`src/rtl/seq_auction.sv`:
```
// Sequential sealed-bid auction engine: one bid per cycle, first/second-price
// pricing with a reserve, result offered on a valid/ready handshake.
module seq_auction #(
  parameter int unsigned NUM_BIDDERS = 8,
  parameter int unsigned W           = 3,
  parameter int unsigned IW          = (NUM_BIDDERS > 1) ? $clog2(NUM_BIDDERS) : 1
) (
  input  logic          clk,
  input  logic          rst,
  input  logic          start,
  input  logic          mode,
  input  logic [W-1:0]  reserve,
  input  logic          bid_valid,
  input  logic [W-1:0]  bid_in,
  output logic          bid_ready,
  output logic          busy,
  output logic          result_valid,
  input  logic          result_ready,
  output logic [IW-1:0] winner,
  output logic [W-1:0]  price,
  output logic          no_winner
);

  typedef enum logic [1:0] {
    IDLE    = 2'd0,
    COLLECT = 2'd1,
    DONE    = 2'd2
  } state_t;

  state_t state;
  state_t state_next;

  logic          mode_q;
  logic [W-1:0]  reserve_q;
  logic [W-1:0]  best;
  logic [W-1:0]  second;
  logic [IW-1:0] best_idx;
  logic [IW-1:0] cnt;
  logic          have_second;

  logic          accept;
  logic          last_bid;
  logic [W-1:0]  best_nx;
  logic [W-1:0]  second_nx;
  logic [IW-1:0] best_idx_nx;
  logic          have_second_nx;
  logic [IW-1:0] res_winner;
  logic [W-1:0]  res_price;
  logic          res_no_winner;

  // State register
  always_ff @(posedge clk) begin
    if (rst) state <= IDLE;
    else     state <= state_next;
  end

  // Next-state logic and bid acceptance
  always_comb begin
    state_next = state;
    accept     = 1'b0;
    last_bid   = 1'b0;
    case (state)
      IDLE: begin
        if (start) state_next = COLLECT;
      end
      COLLECT: begin
        accept   = bid_valid;
        last_bid = bid_valid && (cnt == IW'(NUM_BIDDERS - 1));
        if (last_bid) state_next = DONE;
      end
      DONE: begin
        if (result_ready) state_next = IDLE;
      end
      default: state_next = IDLE;
    endcase
  end

  // Running top-two tracker including the bid accepted this cycle
  always_comb begin
    best_nx        = best;
    second_nx      = second;
    best_idx_nx    = best_idx;
    have_second_nx = have_second;
    if (accept) begin
      if ((bid_in > best) || (cnt == '0)) begin
        second_nx      = best;
        have_second_nx = (cnt != '0);
        best_nx        = bid_in;
        best_idx_nx    = cnt;
      end else if ((bid_in > second) || !have_second) begin
        second_nx      = bid_in;
        have_second_nx = 1'b1;
      end
    end
  end

  // Final result from the post-update trackers
  always_comb begin
    res_no_winner = (best_nx < reserve_q);
    res_winner    = best_idx_nx;
    if (!mode_q)            res_price = best_nx;
    else if (!have_second_nx) res_price = reserve_q;
    else if (second_nx > reserve_q) res_price = second_nx;
    else                    res_price = reserve_q;
    if (res_no_winner) begin
      res_winner = '0;
      res_price  = '0;
    end
  end

  // Auction datapath and result registers
  always_ff @(posedge clk) begin
    if (rst) begin
      mode_q      <= 1'b0;
      reserve_q   <= '0;
      best        <= '0;
      second      <= '0;
      best_idx    <= '0;
      cnt         <= '0;
      have_second <= 1'b0;
      winner      <= '0;
      price       <= '0;
      no_winner   <= 1'b0;
    end else if ((state == IDLE) && start) begin
      mode_q      <= mode;
      reserve_q   <= reserve;
      best        <= '0;
      second      <= '0;
      best_idx    <= '0;
      cnt         <= '0;
      have_second <= 1'b0;
    end else if (accept) begin
      best        <= best_nx;
      second      <= second_nx;
      best_idx    <= best_idx_nx;
      have_second <= have_second_nx;
      cnt         <= cnt + IW'(1);
      if (last_bid) begin
        winner    <= res_winner;
        price     <= res_price;
        no_winner <= res_no_winner;
      end
    end
  end

  // Registered status flags decoded from the next state
  always_ff @(posedge clk) begin
    if (rst) begin
      bid_ready    <= 1'b0;
      busy         <= 1'b0;
      result_valid <= 1'b0;
    end else begin
      bid_ready    <= (state_next == COLLECT);
      busy         <= (state_next != IDLE);
      result_valid <= (state_next == DONE);
    end
  end

endmodule
```
`config.mk`:
```
export PLATFORM = sky130hd
export DESIGN_NAME = seq_auction
export DESIGN_NICKNAME = d
export VERILOG_FILES = /design/src/rtl/seq_auction.sv
export SDC_FILE = /design/constraint.sdc
export NUM_CORES = 1
export LEC_CHECK = 0
export BUFFER_PORTS_ARGS = -buffer_cell sky130_fd_sc_hd__buf_2
export CAP_MARGIN = 30
export CELL_PAD_IN_SITES_DETAIL_PLACEMENT = 1
export CELL_PAD_IN_SITES_GLOBAL_PLACEMENT = 2
export CORE_UTILIZATION = 35
export CTS_CLUSTER_SIZE = 10
export DETAILED_ROUTE_END_ITERATION = 7
export MAX_ROUTING_LAYER = met4
export PLACE_DENSITY = 0.82
export SKIP_LAST_GASP = 1
export SYNTH_ARGS = -nofsm -noshare
export SYNTH_HDL_FRONTEND = slang
export SYNTH_SLANG_ARGS = --single-unit
```
`constraint.sdc`:
```
create_clock -name clk -period 5 [get_ports clk]
set_input_delay 1.25 -clock clk [delete_from_list [all_inputs] [get_ports clk]]
set_output_delay 1.25 -clock clk [all_outputs]
set_load 0.02 [all_outputs]
```
# Word-level counts from Yosys, hierarchy flattened
# Index checks and enable logic that the tools add are counted.
[totals]
regBits = 29
word_cells = 56
[classes]
n_eq_ne = 5
n_mux = 20
n_addsub = 1
n_bitwise = 1
n_reduce_logical = 11
n_lt_le_gt_ge = 4
[ops]
columns = ["cell", "n"]
rows = [
  ["3-bit two-way mux", 11],
  ["3-bit greater-than comparator", 3],
  ["2-bit two-way mux", 3],
  ["2-bit one-hot mux with 3 select lines", 1],
  ["1-bit two-way mux", 5],
  ["2-bit by 1-bit equality test with 1-bit output, second input constant", 2],
  ["2-bit equality test, second input constant", 2],
  ["3-bit by 1-bit adder with 3-bit output, second input constant", 1],
  ["3-bit equality test, second input constant", 1],
  ["3-bit zero test", 1],
  ["3-bit less-than comparator", 1],
  ["3-bit AND reduction", 1],
  ["3-bit nonzero test", 1],
  ["1-bit logical AND", 2],
  ["2-bit zero test", 1],
  ["1-bit logical OR", 2],
  ["2-bit nonzero test", 1],
  ["2-bit OR reduction", 1],
  ["1-bit zero test", 1],
  ["1-bit NOT", 1],
]

# Depth between registers and ports, before layout
[logic_depth]
word_depth = 10
ltp_mapped = 16
ltp_nobuf = 15

# Least setup slack after synthesis
# OpenSTA, ideal clock, no wires.
[synth_timing]
path_type = "input-to-reg"
startpoint = "input port bid_in[1]"
endpoint = "register price[1]"
cell_stages = 14
required_time_ns = 4.867
path_slack_ns = 1.098
arrival_time_ns = 3.770
n_path_buf = 0
cell_sequence = "ha_1 nor2b_4 o211a_1 nor2_1 nand2_1 o22ai_1 a21oi_1 ha_1 nor2b_1 o21ai_2 a211oi_4 o211ai_1 a221oi_2 a211oi_2"
[synth_via]
elab_chain_cells = 10
word_cells_on_any_way = 18
[synth_lines]
columns = ["item", "line", "rtl"]
rows = [
  ["start, declared", "14", "input logic [W-1:0] bid_in,"],
  ["3-bit greater-than comparator", "90", "end else if ((bid_in > second) || !have_second) begin"],
  ["1-bit logical OR", "90", ""],
  ["3-bit two-way mux", "90", ""],
  ["3-bit two-way mux (*)", "85", "if ((bid_in > best) || (cnt == '0)) begin"],
  ["3-bit two-way mux (*)", "84", "if (accept) begin"],
  ["named net second_nx[1]", "44", "logic [W-1:0] second_nx;"],
  ["3-bit greater-than comparator", "103", "else if (second_nx > reserve_q) res_price = second_nx;"],
  ["3-bit two-way mux (*)", "103", ""],
  ["3-bit two-way mux (*)", "102", "else if (!have_second_nx) res_price = reserve_q;"],
  ["3-bit two-way mux (*)", "101", "if (!mode_q) res_price = best_nx;"],
  ["3-bit two-way mux (*)", "105", "if (res_no_winner) begin"],
  ["end signal, assigned", "140", "price <= res_price;"],
  ["end, declared", "20", "output logic [W-1:0] price,"],
]
# Mark *: on every way through the listed nets, which the timed path passes. The rest lies on a longest branch.
# A chain may end at the register's enable or synchronous reset.

# Worst setup path in the final report
[layout_timing]
startpoint = "input port bid_in[1]"
endpoint = "register price[0]"
[layout_via]
elab_chain_cells = 10
word_cells_on_any_way = 18
[layout_lines]
columns = ["item", "line"]
rows = [
  ["3-bit greater-than comparator", "90"],
  ["1-bit logical OR", "90"],
  ["3-bit two-way mux", "90"],
  ["3-bit two-way mux (*)", "85"],
  ["3-bit two-way mux (*)", "84"],
  ["named net second_nx[1]", "44"],
  ["3-bit greater-than comparator (*)", "103"],
  ["3-bit two-way mux (*)", "103"],
  ["3-bit two-way mux (*)", "102"],
  ["3-bit two-way mux (*)", "101"],
  ["3-bit two-way mux (*)", "105"],
]
# Marked as above.

==> results.ini <==
[status]
status=complete, no violations

[sta]
setup_tns_ns=0
fin_crit_sh_pct=80.1
rsz0062_at_grt=no
slew_violations=0
maxSlewHeadroom_pct=55.6
fin_crit_ns=4.01
hold_viol=0
setup_viol=0
timing.fmax_ghz=0.250
setup_ws_ns=0.994
fin_skew_ns=0.00378
worst-slew-pin-transition_ns=0.663

[placed_design]
pre_cts_ws_ns=0.642
dp_cells=293
place_area_mm2=0.00196
gp_congestion=0.920
port_buffers=21
hpwl_um=3720

[cells_and_area]
nNetsFinal=259
fin_cells=301
regArea_um2=581
antennaDiodeCount=0
nFillCells=613
stdcell_area_mm2=0.00208
syn_to_final_growth_pct=13.8
final_layout_size_suffix_gt1_share_pct=23.5
multiInputGateArea_mm2=0.00111

[flow_run]
cap_violations=0

[synth]
syn_area_per_cell_um2=8.61
synth_nets=238
syn-cell-area_mm2=0.00183
yosys_register_bits=29
netlist_instances=212
synth_edf_count=0
ys.flop_type=dfxtp_1
yosysWarnings=0
ys_seq_area_share_pct=31.8
synth.distinct_cells=61
async_flop_share_pct=0

[grt]
use_met3_pct=3.66
use_met2_pct=33.9
grt_max_degree=18
grt_usage_pct=20.1
grt_first_pass_wirelength_um=7940
grt_pass1_vias=1612
use_met1_pct=23.5
top_usage_layer=met2
grt-ovfl-total=0
antenna_found_initial=0

[clock_network]
clk_path_buf_depth=2
cts_hold_buf=0
htreeDepth=2
clk_latency_ns=0.29
root_buffer=clkbuf_8
cts_setup_buffers=0
cts_resized=0
cts_sinks=29
cts_made_buffers=5
cts_tree=yes
clkTransAtPathRegs_ns=0.07

[die]
die-area_mm2=0.00551
core_area_mm2=0.00488
fp.dieH_um=74.2
rows=25
ios=22
start_util_pct=37.4
die_w_um=74.2

[drt]
wl_per_cell_um=16.0
remaining_drc_errors=0
drtAntennaViolNets=0
vias=1587
via_per_inst=5.27
first_pass_iters=4
initialDrtViolationCount=55
routed_wl_um=4820

[power]
p_leak_nw=0.815
power.density_mw_per_mm2=279
irDropWorstVdd_mv=0.175

[setup_path]
rrSetupSlack_ns=1.63
cp_max_fo=8
end_kind=flip-flop
startpoint_type=input pin
cp.arrival_ns=4.22
critPathLaunch=bid_in[1]
reg2reg_from=best[1]
critPathKind=input pin to flip-flop
cp_data_required_time_ns=5.21

[hold_path]
hold_path_class=flip-flop to flip-flop
hp-start=winner[2]

==> flip-flops by register name (all words and copies together) (netlist names) <==
signal        cells
have_second       1
cnt               3
price             3
busy              1
state             2
best_idx          3
second            3
best              3
bid_ready         1
result_valid      1
reserve_q         3
winner            3
mode_q            1
no_winner         1
==> metrics by stage <==
stage                     util [%]  power, mW  hold slack [ns]
final                         42.6      0.580            0.456
after floorplan                  -      0.309            0.437
after global placement        40.2      0.331            0.446
after detailed placement      40.2      0.333            0.449
after CTS                     42.6      0.588            0.459
after global routing          42.6      0.606            0.483
==> cell usage after synthesis, types with 5 or more instances <==
cell type / number / area, um2
dfxtp_1: 29 / 581
nand3_1: 5 / 25.0
ha_1: 14 / 175
a21oi_1: 18 / 90.1
nand2b_1: 5 / 31.3
inv_1: 15 / 56.3
o21ai_0: 7 / 35.0
nand2_1: 20 / 75.1
nor2_1: 19 / 71.3
nor2b_1: 5 / 31.3
==> power by group <==
| group | total (mW) | internal, mW | switching [mW] |
|---|---|---|---|
| combinational | 0.0852 | 0.0327 | 0.0526 |
| clock | 0.253 | 0.149 | 0.104 |
| sequential | 0.242 | 0.237 | 0.00560 |
| total | 0.580 | 0.418 | 0.162 |
==> worst max-delay path, cell delays in order <==
cell and delay, ns:
buf_2 0.14, ha_1 0.35, nor2b_4 0.15, o211ai_2 0.33
o211a_1 0.29, nor2_2 0.08, nor2_1 0.13, a21oi_1 0.06
ha_1 0.31, nor2b_1 0.15, o21ai_2 0.09, a211oi_4 0.34
nand3b_1 0.18, o311ai_1 0.13, o31ai_2 0.23
==> layout make-up <==
class                           instances  share of cell area (%)
Tap cell                               67                    4.03
Multi-Input combinational cell        157                    53.5
Timing Repair Buffer                   24                    6.14
Clock buffer                            5                    3.31
Clock inverter                          3                    2.23
Inverter                               16                    2.89
Sequential cell                        29                    27.9
==> layer usage <==
| layer | part of all wire, % | up-vias |
|---|---|---|
| li1 | - | 797 |
| met1 | 47 | 761 |
| met2 | 48 | 20 |
| met3 | 2.0 | 9 |
| met4 | 2.2 | 0 |
| met5 | 0 | - |
==> layout by cell type, fill, tap and decap left out, types with 5 or more instances in the layout <==
| cell | netlist | final |
|---|---|---|
| nand2b_1 | 5 | 5 |
| inv_1 | 15 | 15 |
| o21ai_0 | 7 | 7 |
| nand3_1 | 5 | 5 |
| a21oi_1 | 18 | 18 |
| buf_2 | 2 | 21 |
| ha_1 | 14 | 14 |
| dfxtp_1 | 29 | 29 |
| nor2_1 | 19 | 19 |
| nor2b_1 | 5 | 5 |
| clkbuf_8 | 1 | 5 |
| nand2_1 | 20 | 20 |
==> final timing paths <==
path	endpoint	cells past startpoint
worst max register to register	price[0]	15
worst max-delay path	price[0]	15
worst min register to register	winner[2]	2
worst min-delay path	winner[2]	2
==> cell families after synthesis <==
group	after synthesis	synth area share, %
AOI/OAI and AO/OA	60	24.9
buffers and inverters	26	7.33
DFF	29	31.8
adders and majority gates	14	9.60
and+or+nand+nor	79	23.9
muxes	4	2.40
Note: power is estimated with default switching activity, not from simulation.
